[config.mk]
export PLATFORM = sky130hd
export DESIGN_NAME = hwpe_stream_fifo_credit_tx
export DESIGN_NICKNAME = d
export VERILOG_FILES = /design/src/rtl/hwpe_stream_fifo_credit_tx.sv
export SDC_FILE = /design/constraint.sdc
export NUM_CORES = 1
export LEC_CHECK = 0
export BUFFER_PORTS_ARGS = -buffer_cell sky130_fd_sc_hd__buf_2
export CAP_MARGIN = 40
export CORE_MARGIN = 3
export CORE_UTILIZATION = 51
export CTS_BUF_LIST = sky130_fd_sc_hd__clkbuf_8
export DETAILED_ROUTE_END_ITERATION = 7
export GPL_ROUTABILITY_DRIVEN = 0
export MAX_ROUTING_LAYER = met4
export PLACE_DENSITY = 0.86
export RECOVER_POWER = 50
export SLEW_MARGIN = 20
export SYNTH_ARGS = -nofsm -noshare
export SYNTH_HDL_FRONTEND = slang
export SYNTH_SLANG_ARGS = --single-unit
[constraint.sdc]
create_clock -name clk_i -period 3.75 [get_ports clk_i]
set_input_delay 0.1875 -clock clk_i [delete_from_list [all_inputs] [get_ports clk_i]]
set_output_delay 0.1875 -clock clk_i [all_outputs]
set_load 0.005 [all_outputs]
[src/rtl/hwpe_stream_fifo_credit_tx.sv]
// hwpe_stream_fifo_credit_tx: credit-based producer for a non-backpressured link into a remote FIFO.
// Define HWPE_STREAM_CREDIT_TX_ERR_EN to build the sticky credit-overflow error register.
module hwpe_stream_fifo_credit_tx #(
    parameter int unsigned CREDITS    = 8,
    parameter int unsigned DATA_WIDTH = 32
) (
    input  logic                             clk_i,
    input  logic                             rst_ni,
    input  logic                             clear_i,
    input  logic                             push_valid_i,
    input  logic [DATA_WIDTH-1:0]            push_data_i,
    output logic                             push_ready_o,
    output logic                             tx_valid_o,
    output logic [DATA_WIDTH-1:0]            tx_data_o,
    input  logic                             credit_i,
    output logic [$clog2(CREDITS+1)-1:0]     credits_o,
    output logic                             idle_o,
    output logic                             stall_o,
    output logic                             err_o
);
    localparam int unsigned CW = $clog2(CREDITS + 1);
    localparam logic [CW-1:0] MAX = CW'(CREDITS);
    typedef enum logic [1:0] {IDLE, ACTIVE, STALL} state_t;
    state_t        state, state_next;
    logic [CW-1:0] count, count_next;
    logic          accept, overflow;
    // Readiness comes only from the registered count, so credit_i never reaches it combinationally.
    assign push_ready_o = count != '0;
    assign credits_o    = count;
    assign idle_o       = state == IDLE;
    assign stall_o      = state == STALL;
    // Next credit count and state: a same-cycle accept and credit cancel; an excess credit saturates.
    always_comb begin
        accept     = push_valid_i && push_ready_o;
        overflow   = credit_i && !accept && count == MAX;
        count_next = (accept && !credit_i) ? count - 1'b1 :
                     (credit_i && !accept && !overflow) ? count + 1'b1 : count;
        state_next = count_next == MAX ? IDLE : count_next == '0 ? STALL : ACTIVE;
    end
    // Credit state machine and registered link beat; a beat accepted during clear is dropped.
    always_ff @(posedge clk_i or negedge rst_ni) begin
        if (!rst_ni) begin
            count      <= MAX;
            state      <= IDLE;
            tx_valid_o <= 1'b0;
            tx_data_o  <= '0;
        end else if (clear_i) begin
            count      <= MAX;
            state      <= IDLE;
            tx_valid_o <= 1'b0;
            tx_data_o  <= '0;
        end else begin
            count      <= count_next;
            state      <= state_next;
            tx_valid_o <= accept;
            if (accept) tx_data_o <= push_data_i;
        end
    end
`ifdef HWPE_STREAM_CREDIT_TX_ERR_EN
    logic err;
    assign err_o = err;
    // Sticky overflow flag: only reset or clear can drop it.
    always_ff @(posedge clk_i or negedge rst_ni) begin
        if (!rst_ni) begin
            err <= 1'b0;
        end else if (clear_i) begin
            err <= 1'b0;
        end else begin
            assert (!overflow) else $warning("credit_tx: credit returned with all credits home");
            if (overflow) err <= 1'b1;
        end
    end
`else
    assign err_o = 1'b0;
`endif
endmodule

After elaboration in Yosys (flattened, before gate mapping)
Cells that the tools add are included.

word-level totals
  bits in registers = 39
  input port bits = 37
  output and inout bits = 41
  word-level logic and storage cells = 30

cells by class
  add/sub/neg operators = 2
  equality and inequality tests = 3
  multiplexer cells = 9
  reductions and logical operators = 12

operator list
  kind                                              number
  two-way mux 32 bit                                2
  two-way mux 4 bit                                 3
  equality test 4 bit, second input constant        2
  two-way mux 2 bit                                 3
  logical AND 1 bit                                 5
  adder 4 x 1 -> 4 bit, second input constant       1
  zero test 4 bit                                   1
  nonzero test 4 bit                                1
  subtractor 4 x 1 -> 4 bit, second input constant  1
  zero test 1 bit                                   3
  equality test 2 bit, second input constant        1
  zero test 2 bit                                   1
  nonzero test 2 bit                                1
  two-way mux 1 bit                                 1

Depth between registers and ports, before layout
Gate-level depths: netlist (run 1).

  depth in word-level cells = 13
  depth in mapped cells = 8
  depth with buffers taken out = 7

Worst setup path after synthesis (run 1)
Ideal clock, no wire load.

  path type = register to register
  start point = reg count[0], in the netlist credits_o[0]
  end point = reg state[1]
  library setup time = 126 ps
  arrival time = 1813 ps
  required time = 3624 ps
  path slack = 1811 ps
  cell stages (with the launch flop) = 8
  period minus slack after synthesis = 1939 ps
  path through = dfrtp_1 inv_1 ha_1 or3b_4 and3_4 a22oi_2 mux2i_1 nor3b_2

between the ends
  cells in the longest elaborated chain, start to end = 13

RTL lines
  item                    line    RTL
  from (decl)             25      logic [CW-1:0] count, count_next;
  from (signal assigned)  53      count <= count_next;
  nonzero test 4 bit *    28      assign push_ready_o = count != '0;
  named net push_ready_o  12      output logic push_ready_o,
  logical AND 1 bit *     34      accept = push_valid_i && push_ready_o;
  zero test 1 bit         35, 37
  logical AND 1 bit       35, 37
  logical AND 1 bit       35      overflow = credit_i && !accept && count == MAX;
  zero test 1 bit         37      (credit_i && !accept && !overflow) ? count + 1'b1 : count;
  logical AND 1 bit       37
  two-way mux 4 bit       37
  two-way mux 4 bit *     36      count_next = (accept && !credit_i) ? count - 1'b1 :
  zero test 4 bit         38      state_next = count_next == MAX ? IDLE : count_next == '0 ? STALL : ACTIVE;
  two-way mux 2 bit       38
  two-way mux 2 bit *     38
  two-way mux 2 bit *     47      end else if (clear_i) begin
  to (signal assigned)    54      state <= state_next;
  to (decl)               24      state_t state, state_next;

Mark *: on every way through the listed nets, which the timed path passes. The rest lies on a longest branch.
A chain may end at the register's enable or synchronous reset.

Worst setup path after layout (run 1)
  start point = reg count[0], in the netlist credits_o[0]
  end point = reg tx_data_o[0]

between the ends
  cells in the longest elaborated chain, start to end = 3

RTL lines
  item                          line  RTL
  nonzero test 4 bit            28
  logical AND 1 bit             34
  nonzero test 2 bit (no line)  --
  to (signal assigned)          56    if (accept) tx_data_o <= push_data_i;
  to (decl)                     14    output logic [DATA_WIDTH-1:0] tx_data_o,

Every way passes these cells.

==> flow_summary.ini, run 1 <==
[layout]
layout-drive-gt1-share = 0.301
nFillCells = 275
n_antenna_cell = 0
regArea_sq_um = 977
layout_common_cells = nand2_1 (69), buf_2 (64), dfrtp_1 (38)
final_common_cell = nand2_1
multi_input_area_sq_um = 688
finalNetCount = 304
areaGrowthSynthToFinish_pct = 27.5

[routing]
drt-total-wl_mm = 3.99
dr.pass1.iters = 4
vias = 1561
drt_iter0_drc = 63
viasPerCell = 5.04
drc = 0
wire_per_inst_um = 12.9
ant_nets = 0

[yosys]
synth_nets = 230
synth-seq-area-share = 0.565
synth_cell_types = 32
async_flop_share = 1.00
synthCells = 191
syn-cell-area_sq_um = 1730
ys_ff_latch = 39
ys_warn_count = 0
synth-edff-count = 0
synth_ff_type = dfrtp_1
avgSynthCellArea_sq_um = 9.06

[placed_design]
io_buffers = 76
place_ws_ns = 1.50
dp_hpwl_mm = 2.81

[power_and_ir_drop]
peakVddDrop_v = 0.000359
powerDensity_nw_per_um2 = 477
power_mw = 1.05
p_leak_nw = 1.15

[grt]
grt_use_met1 = 0.243
antenna_found_initial = 0
use_met3 = 0.0422
grt_pass1_vias = 1469
grtUsageMet2 = 0.370
gr-usage-all-layers = 0.209
overflow = 0
grt_max_degree = 40
grt.busiest_layer = met2
grt_first_pass_wirelength_mm = 6.57

[die]
rows = 20
die_area_sq_um = 4130
fp.dieW_um = 64.3
core_area_sq_um = 3150
start_util = 0.549
fp.dieH_um = 64.3
pin_count = 78

[clock_tree]
htree_num_levels = 2
clock_sinks = 39
cts_buffer_depth = 2
worstSkewPairLatency_ns = 0.28
tritoncts = built
postCtsSetupBuffers = 0
numCtsBuffers = 5
clk_pin_slew_ns = 0.07
clock-root-buffer = clkbuf_8

[worst_setup_path]
critPathRequiredTime_ns = 3.95
crit_type = reg -> reg
setup.worst_path.end_class = register
crit_fanout = 18
worst_setup_path_start_kind = register
crit_arrival_ns = 2.47

[timing]
final.setup.tns_ns = 0
whs_ns = 0.127
rsz0062_at_grt = false
finClkSkew_ns = 0.00316
clock.fmax_mhz = 441
relSlewSlack = 0.173
min_period_ns = 2.27
final_max_slew_viol_count = 0
setup_ws_ns = 1.48
worstMarginPinSlew_ns = 1.24
finalSetupViolCount = 0
period_share = 0.604
hold_viol = 0

[run_status]
outcome = finished clean

[flow_run]
drv_cap = 0

[worst_hold_path]
hold_class = in -> reg
## repair_timing
action,CTS,global route
endpoints found under the hold margin,15,0
gates resized for setup,0,0
hold buffers,1,0
## routing by layer
metal,routed length (um),vias up
met1,1630,748
met4,34,0
met2,2120,43
met3,207,4
li1,-,766
met5,0,-
## cell usage after synthesis (2+ instances only)
library cell	number	area, sq um
inv_1	3	11.3
buf_2	4	20.0
a21oi_1	34	170
mux2i_1	3	30.0
nand2_1	69	259
nor2_1	8	30.0
ha_1	2	25.0
dfrtp_1	38	951
clkbuf_1	7	26.3
## cells by family (layout without fill, tap and decap cells)
logic type / after synthesis / count (layout) / share of synthesized area
AND/OR/NAND/NOR: 88 / 88 / 0.221
AO/OA/AOI/OAI: 42 / 42 / 0.137
flip-flops: 39 / 39 / 0.565
buffers and inverters: 15 / 90 / 0.0376
multiplexers: 3 / 3 / 0.0174
adder cells (fa/ha/maj): 2 / 2 / 0.0145
other: 1 / 1 / 0.00217
XOR/XNOR: 1 / 1 / 0.00506
## sequential cells by signal (all words and copies together), names as in the netlist
| signal | flops |
|---|---|
| tx_data_o | 32 |
| state | 2 |
| tx_valid_o | 1 |
| credits_o | 4 |
## path summary, 6_finish.rpt
path	start	end	slack, ns	cells past startpoint
min	push_data_i[27]	tx_data_o[27]	0.13	3
max	credits_o[0]	tx_data_o[0]	1.48	7
max reg2reg	credits_o[0]	tx_data_o[0]	1.48	7
max in group asynchronous	rst_ni	tx_data_o[23]	1.61	3
min reg2reg	tx_data_o[5]	tx_data_o[5]	0.52	2
min in group asynchronous	rst_ni	tx_data_o[5]	0.53	2
## worst max-delay path: stages, from the launching register on
cell and delay [ns]:
dfrtp_1 0.43, inv_1 0.14, ha_1 0.26, or3b_4 0.42, nand2_1 0.49, buf_8 0.23, nand2_1 0.06, a21oi_1 0.15
## power by group
part | internal, mW | switching [mW]
combinational | 0.133 | 0.159
sequential | 0.466 | 0.0348
clock | 0.125 | 0.137
## through the flow
step | cell area, sq um | utilization | instances
after global placement | 2110 | 0.670 | 299
after detailed placement | 2150 | 0.683 | 301
after CTS | 2250 | 0.712 | 310
after global routing | 2210 | 0.700 | 310
after floorplan | 1730 | - | 191
final | 2210 | 0.700 | 310
## final cells by class
class                   count  share of cell area
flip-flops and latches     39               0.443
multi-input cells         137               0.312
repair buffers             79               0.179
clock buffers               5              0.0312
well taps                  44              0.0249
clock inverters             3             0.00567
inverters                   3             0.00510
No activity file was read; power rests on OpenSTA's default activity.
==> run 2: changes to the inputs <==
Settings changed: ABC_AREA set to 1, CORE_UTILIZATION 51 to 44, PLACE_DENSITY 0.86 to 0.78.
Clock period 3.75 ns to 1.85 ns, I/O delays scaled along.
==> run 2 against run 1 <==
Synthesized cell count increased by 9.9%; setup slack got worse by 1.3 ns; flip-flop and latch count unchanged; power increased by 100%; sequential share of layout area decreased by 6.1 points; critical endpoint is now state[0]; highest routed layer unchanged.
==> flow_summary.ini, run 2 <==
[run_status]
outcome = finished clean

[placed_design]
io_buffers = 76
dp_hpwl_mm = 3.00
dp_cells = 330
post_dp_cell_area_sq_um = 2250

[layout]
layout_common_cells = nand2_1 (76), buf_2 (71), nand3_1 (41)
final_util = 0.674
n_antenna_cell = 0
final_area_sq_um = 2560
finalNonFillerCells = 360
finalNetCount = 350
top_register = tx_data_o
nFillCells = 309
areaGrowthSynthToFinish_pct = 42.6
final_common_cell = nand2_1
largest_reg_flops = 32
layout-drive-gt1-share = 0.330

[clock_tree]
cts_buffer_depth = 2
clock_sinks = 39
htree_num_levels = 2
clk_pin_slew_ns = 0.08
clock-root-buffer = clkbuf_8
numCtsBuffers = 5
cts_resized = 0
tritoncts = built
worstSkewPairLatency_ns = 0.29

[yosys]
syn-cell-area_sq_um = 1800
synth-edff-count = 0
synth_cell_types = 23
async_flop_share = 1.00
ys_warn_count = 0
synth_top_area_share = 0.530
ys_ff_latch = 39
synth_nets = 249
yosys-top-cells-area = dfrtp_1 (53%), nand2_1 (16%), nand3_1 (11%)
synth_ff_type = dfrtp_1
synth-seq-area-share = 0.544
yosys.area.top_type = dfrtp_1
post-synth-top-count-cell = nand2_1
avgSynthCellArea_sq_um = 8.55
ys_top_cells_by_count = nand2_1 (76), nand3_1 (41), dfrtp_1 (38), inv_1 (10), nor2_1 (9)
synthCells = 210

[timing]
finClkSkew_ns = 0.00831
relSlewSlack = 0.536
rsz0062_at_grt = false
final_max_slew_viol_count = 0
clock.fmax_mhz = 614
hold_viol = 0
period_share = 0.881
finalSetupViolCount = 0
min_period_ns = 1.63
worstMarginPinSlew_ns = 0.697
final.setup.tns_ns = 0

[routing]
viasPerCell = 4.70
drt_iter0_drc = 131
drc = 0
vias = 1692
drt-total-wl_mm = 4.44
dr.pass1.iters = 4
wire_per_inst_um = 12.3
ant_nets = 0

[die]
start_util = 0.473
core_area_sq_um = 3800
die_area_sq_um = 4880
pin_count = 78
rows = 22
fp.dieH_um = 69.9
fp.dieW_um = 69.9

[grt]
overflow = 0
grt_first_pass_wirelength_mm = 7.43
gr-usage-all-layers = 0.193
antenna_found_initial = 0
grt_max_degree = 30
grt_pass1_vias = 1620

[worst_hold_path]
hold_class = in -> reg

[power_and_ir_drop]
peakVddDrop_v = 0.000488
power_mw = 2.14
p_sw_uw = 605
powerDensity_nw_per_um2 = 834
sequentialPowerShare = 0.453
combPwrFrac = 0.220
clkPwrFrac = 0.327
swShare = 0.283
internal_power_mw = 1.53
p_leak_nw = 1.50

[worst_setup_path]
worst_setup_path_start_kind = register
crit_arrival_ns = 1.80
crit_type = reg -> reg
cp-startpoint = credits_o[1]
crit_fanout = 6
r2r_start = credits_o[1]
critPathRequiredTime_ns = 2.02
setup.worst_path.end_class = register
cp-endpoint = state[0]
ff2ff_path_depth = 11
r2r_end = state[0]
rrSetupSlack_ns = 0.22

[flow_run]
drv_cap = 0
run 2: cell count changes in the layout (fill, tap and decap cells not counted), sizes merged, moves of 3 or more:
cell,before,now
nor2,8,14
inv,5,11
buf,65,77
nand3,0,42
a21oi,34,0
nand2,69,85
mux2i,3,0
clkbuf,18,10
dlygate4sd3,1,22
run 2: worst max-delay path, cell delays in order (launching register included):
cell and delay (ns):
dfrtp_1 0.44, inv_1 0.10, ha_1 0.26, nand2_2 0.10
nand2_2 0.08, nand2_4 0.06, nand3_1 0.09, nand2_1 0.07
nor2_2 0.12, nand2_1 0.07, nor2_1 0.08, nor2_1 0.04
run 2: cell type report:
cell class	instances	area [sq um]	share of cell area
flip-flops and latches	39	977	0.382
multi-input cells	149	716	0.279
repair buffers	104	649	0.254
clock buffers	5	68.8	0.0269
well taps	48	60.1	0.0234
inverters	12	46.3	0.0181
clock inverters	3	43.8	0.0171
run 2: layer usage:
metal | up-vias | GRT usage | wire length [um]
met2 | 66 | 0.321 | 2250
met4 | 0 | 0.0511 | 30
met3 | 4 | 0.0374 | 276
li1 | 862 | - | -
met5 | - | - | 0
met1 | 760 | 0.242 | 1880
run 2: what timing repair did:
item / CTS / global route
hold buffers: 22 / 0
hold endpoints to repair: 34 / 0
endpoints found under the setup margin: 0 / 0
buffers inserted: 0 / 0
run 2: worst min-delay path by stage:
stage	to	depth (start not counted)	slack, ns	from
after floorplan	credits_o[0]	0	-0.20	rst_ni
after global placement	credits_o[2]	1	0.25	rst_ni
after detailed placement	credits_o[2]	1	0.01	rst_ni
after CTS	tx_data_o[12]	3	0.002	push_data_i[12]
after global routing	tx_data_o[18]	3	0.02	push_data_i[18]
final	tx_data_o[24]	3	0.007	push_data_i[24]
run 2: cell families after synthesis:
logic type      share of synthesized area
other cells                       0.00209
compound gates                    0.00278
fa+ha+maj                          0.0139
simple gates                        0.375
xor+xnor                          0.00488
buf+inv                            0.0571
flops                               0.544
run 2: power groups by stage:
stage	Clock (mW)	Sequential (mW)	Combinational, mW
floorplan	0	0.989	0.245
global placement	0	0.981	0.430
detailed placement	0	0.982	0.446
CTS	0.718	0.968	0.482
global route	0.747	0.978	0.529
finish	0.698	0.968	0.470
run 2: metrics by stage:
step | hold WS [ns] | setup slack, ns
floorplan | -0.203 | 0.336
global placement | 0.245 | 0.304
detailed placement | 0.00985 | 0.250
CTS | 0.00160 | 0.220
global route | 0.0163 | 0.0615
finish | 0.00704 | 0.221
==> run 3: changes to the inputs <==
==> constraint.sdc (replaced) <==
create_clock -name clk_i -period 1.85 [get_ports clk_i]
set_input_delay 0.555 -clock clk_i [delete_from_list [all_inputs] [get_ports clk_i]]
set_output_delay 0.555 -clock clk_i [all_outputs]
set_load 0.005 [all_outputs]
==> run 3 against run 2 <==
Register-to-register slack improved by 0.06 ns; clock power decreased by 25%; design area decreased by 9.6%; sequential power about the same; via count decreased by 5.6%; count of clock-buffer cells in the layout unchanged; setup slack got worse by 0.16 ns; die area unchanged; power decreased by 9.8%; combinational power decreased by 7.0%; final cell count decreased by 6.4%; maximum frequency decreased by 9.0%.
==> flow_summary.ini, run 3 (synthesis gave the netlist of run 2 again) <==
[run_status]
outcome = finished clean

[timing]
relSlewSlack = 0.490
final_max_slew_viol_count = 0
worstMarginPinSlew_ns = 0.764
finalSetupViolCount = 0
clock.fmax_mhz = 559
min_period_ns = 1.79
finClkSkew_ns = 0.00447
period_share = 0.968
final.setup.tns_ns = 0
rsz0062_at_grt = false
hold_viol = 0

[power_and_ir_drop]
swShare = 0.294
powerDensity_nw_per_um2 = 832
peakVddDrop_v = 0.000603
sequentialPowerShare = 0.503
clkPwrFrac = 0.271
combPwrFrac = 0.227
p_leak_nw = 1.40
p_sw_uw = 567
internal_power_mw = 1.36

[clock_tree]
clk_pin_slew_ns = 0.07
tritoncts = built
clock-root-buffer = clkbuf_8
numCtsBuffers = 5
clock_sinks = 39
worstSkewPairLatency_ns = 0.27
cts_buffer_depth = 2
htree_num_levels = 2

[layout]
nFillCells = 361
layout-drive-gt1-share = 0.353
areaGrowthSynthToFinish_pct = 29.0
top_register = tx_data_o
largest_reg_flops = 32
finalNetCount = 327
layout_common_cells = nand2_1 (76), buf_2 (71), nand3_1 (41)
finalNonFillerCells = 337
multi_input_area_sq_um = 728
n_antenna_cell = 0
final_common_cell = nand2_1
regArea_sq_um = 978

[worst_setup_path]
rrSetupSlack_ns = 0.28
worst_setup_path_start_kind = register
critPathRequiredTime_ns = 1.29
crit_type = reg -> out
crit_fanout = 6
r2r_start = credits_o[1]
crit_arrival_ns = 1.24
ff2ff_path_depth = 7
r2r_end = tx_data_o[0]
setup.worst_path.end_class = output pin

[grt]
overflow = 0
grt_first_pass_wirelength_mm = 6.82
grt_max_degree = 30
grt_pass1_vias = 1509
antenna_found_initial = 0
gr-usage-all-layers = 0.177

[placed_design]
io_buffers = 76
dp_cells = 329
dp_hpwl_mm = 2.89

[routing]
drt_iter0_drc = 64
drc = 0
dr.pass1.iters = 4
viasPerCell = 4.74
drt-total-wl_mm = 3.93
ant_nets = 0
vias = 1598
wire_per_inst_um = 11.7

[die]
pin_count = 78
fp.dieW_um = 69.9
die_area_sq_um = 4880
rows = 22
core_area_sq_um = 3800
start_util = 0.473
fp.dieH_um = 69.9

[worst_hold_path]
hold_class = in -> async

[flow_run]
drv_cap = 0
run 3: worst max-delay path by stage:
stage,cells after the start,from,slack (ns),endpoint
detailed placement,7,credits_o[1],0.23,tx_data_o[25]
global route,4,credits_o[1],0.003,push_ready_o
finish,4,credits_o[1],0.06,push_ready_o
global placement,7,credits_o[1],0.28,tx_data_o[11]
floorplan,13,credits_o[0],0.34,state[1]
CTS,4,credits_o[1],0.02,push_ready_o
run 3: final cells by class:
cell class	instances	share of cell area
Multi-Input combinational cell	149	0.314
Tap cell	48	0.0259
Clock buffer	5	0.0297
Inverter	12	0.0200
Timing Repair Buffer	81	0.182
Sequential cell	39	0.422
Clock inverter	3	0.00540
run 3: through the flow:
step	util	area (sq um)	power (mW)	worst slack, ns	hold WS, ns
after floorplan	-	1800	1.23	0.336	0.259
after global placement	0.590	2240	1.41	0.278	0.477
after detailed placement	0.590	2240	1.42	0.232	0.480
after CTS	0.612	2330	1.95	0.0193	0.178
after global routing	0.610	2320	2.06	0.00312	0.367
final	0.610	2320	1.93	0.0600	0.324
run 3: timing repair:
action,in CTS,in global routing
buffers inserted,0,0
hold buffers,0,0
setup endpoints to repair,1,1
gates resized for setup,1,2
run 3: power by group through the flow:
stage / combinational [mW] / clock (mW) / sequential (mW)
final: 0.437 / 0.521 / 0.969
after global routing: 0.498 / 0.581 / 0.978
after CTS: 0.441 / 0.542 / 0.968
after detailed placement: 0.437 / 0 / 0.983
after global placement: 0.432 / 0 / 0.983
after floorplan: 0.245 / 0 / 0.989
run 3: critical path, cell delays in order (launching register included):
cell and delay (ns):
dfrtp_2 0.44, inv_1 0.12, ha_4 0.17, nand2_4 0.08, buf_2 0.14
run 3: routing by layer:
| layer | track usage | up-vias | share of wire |
|---|---|---|---|
| li1 | - | 818 | - |
| met5 | - | - | 0 |
| met2 | 0.285 | 49 | 0.47 |
| met1 | 0.222 | 729 | 0.45 |
| met3 | 0.0561 | 2 | 0.065 |
| met4 | 0.0340 | 0 | 0.0048 |
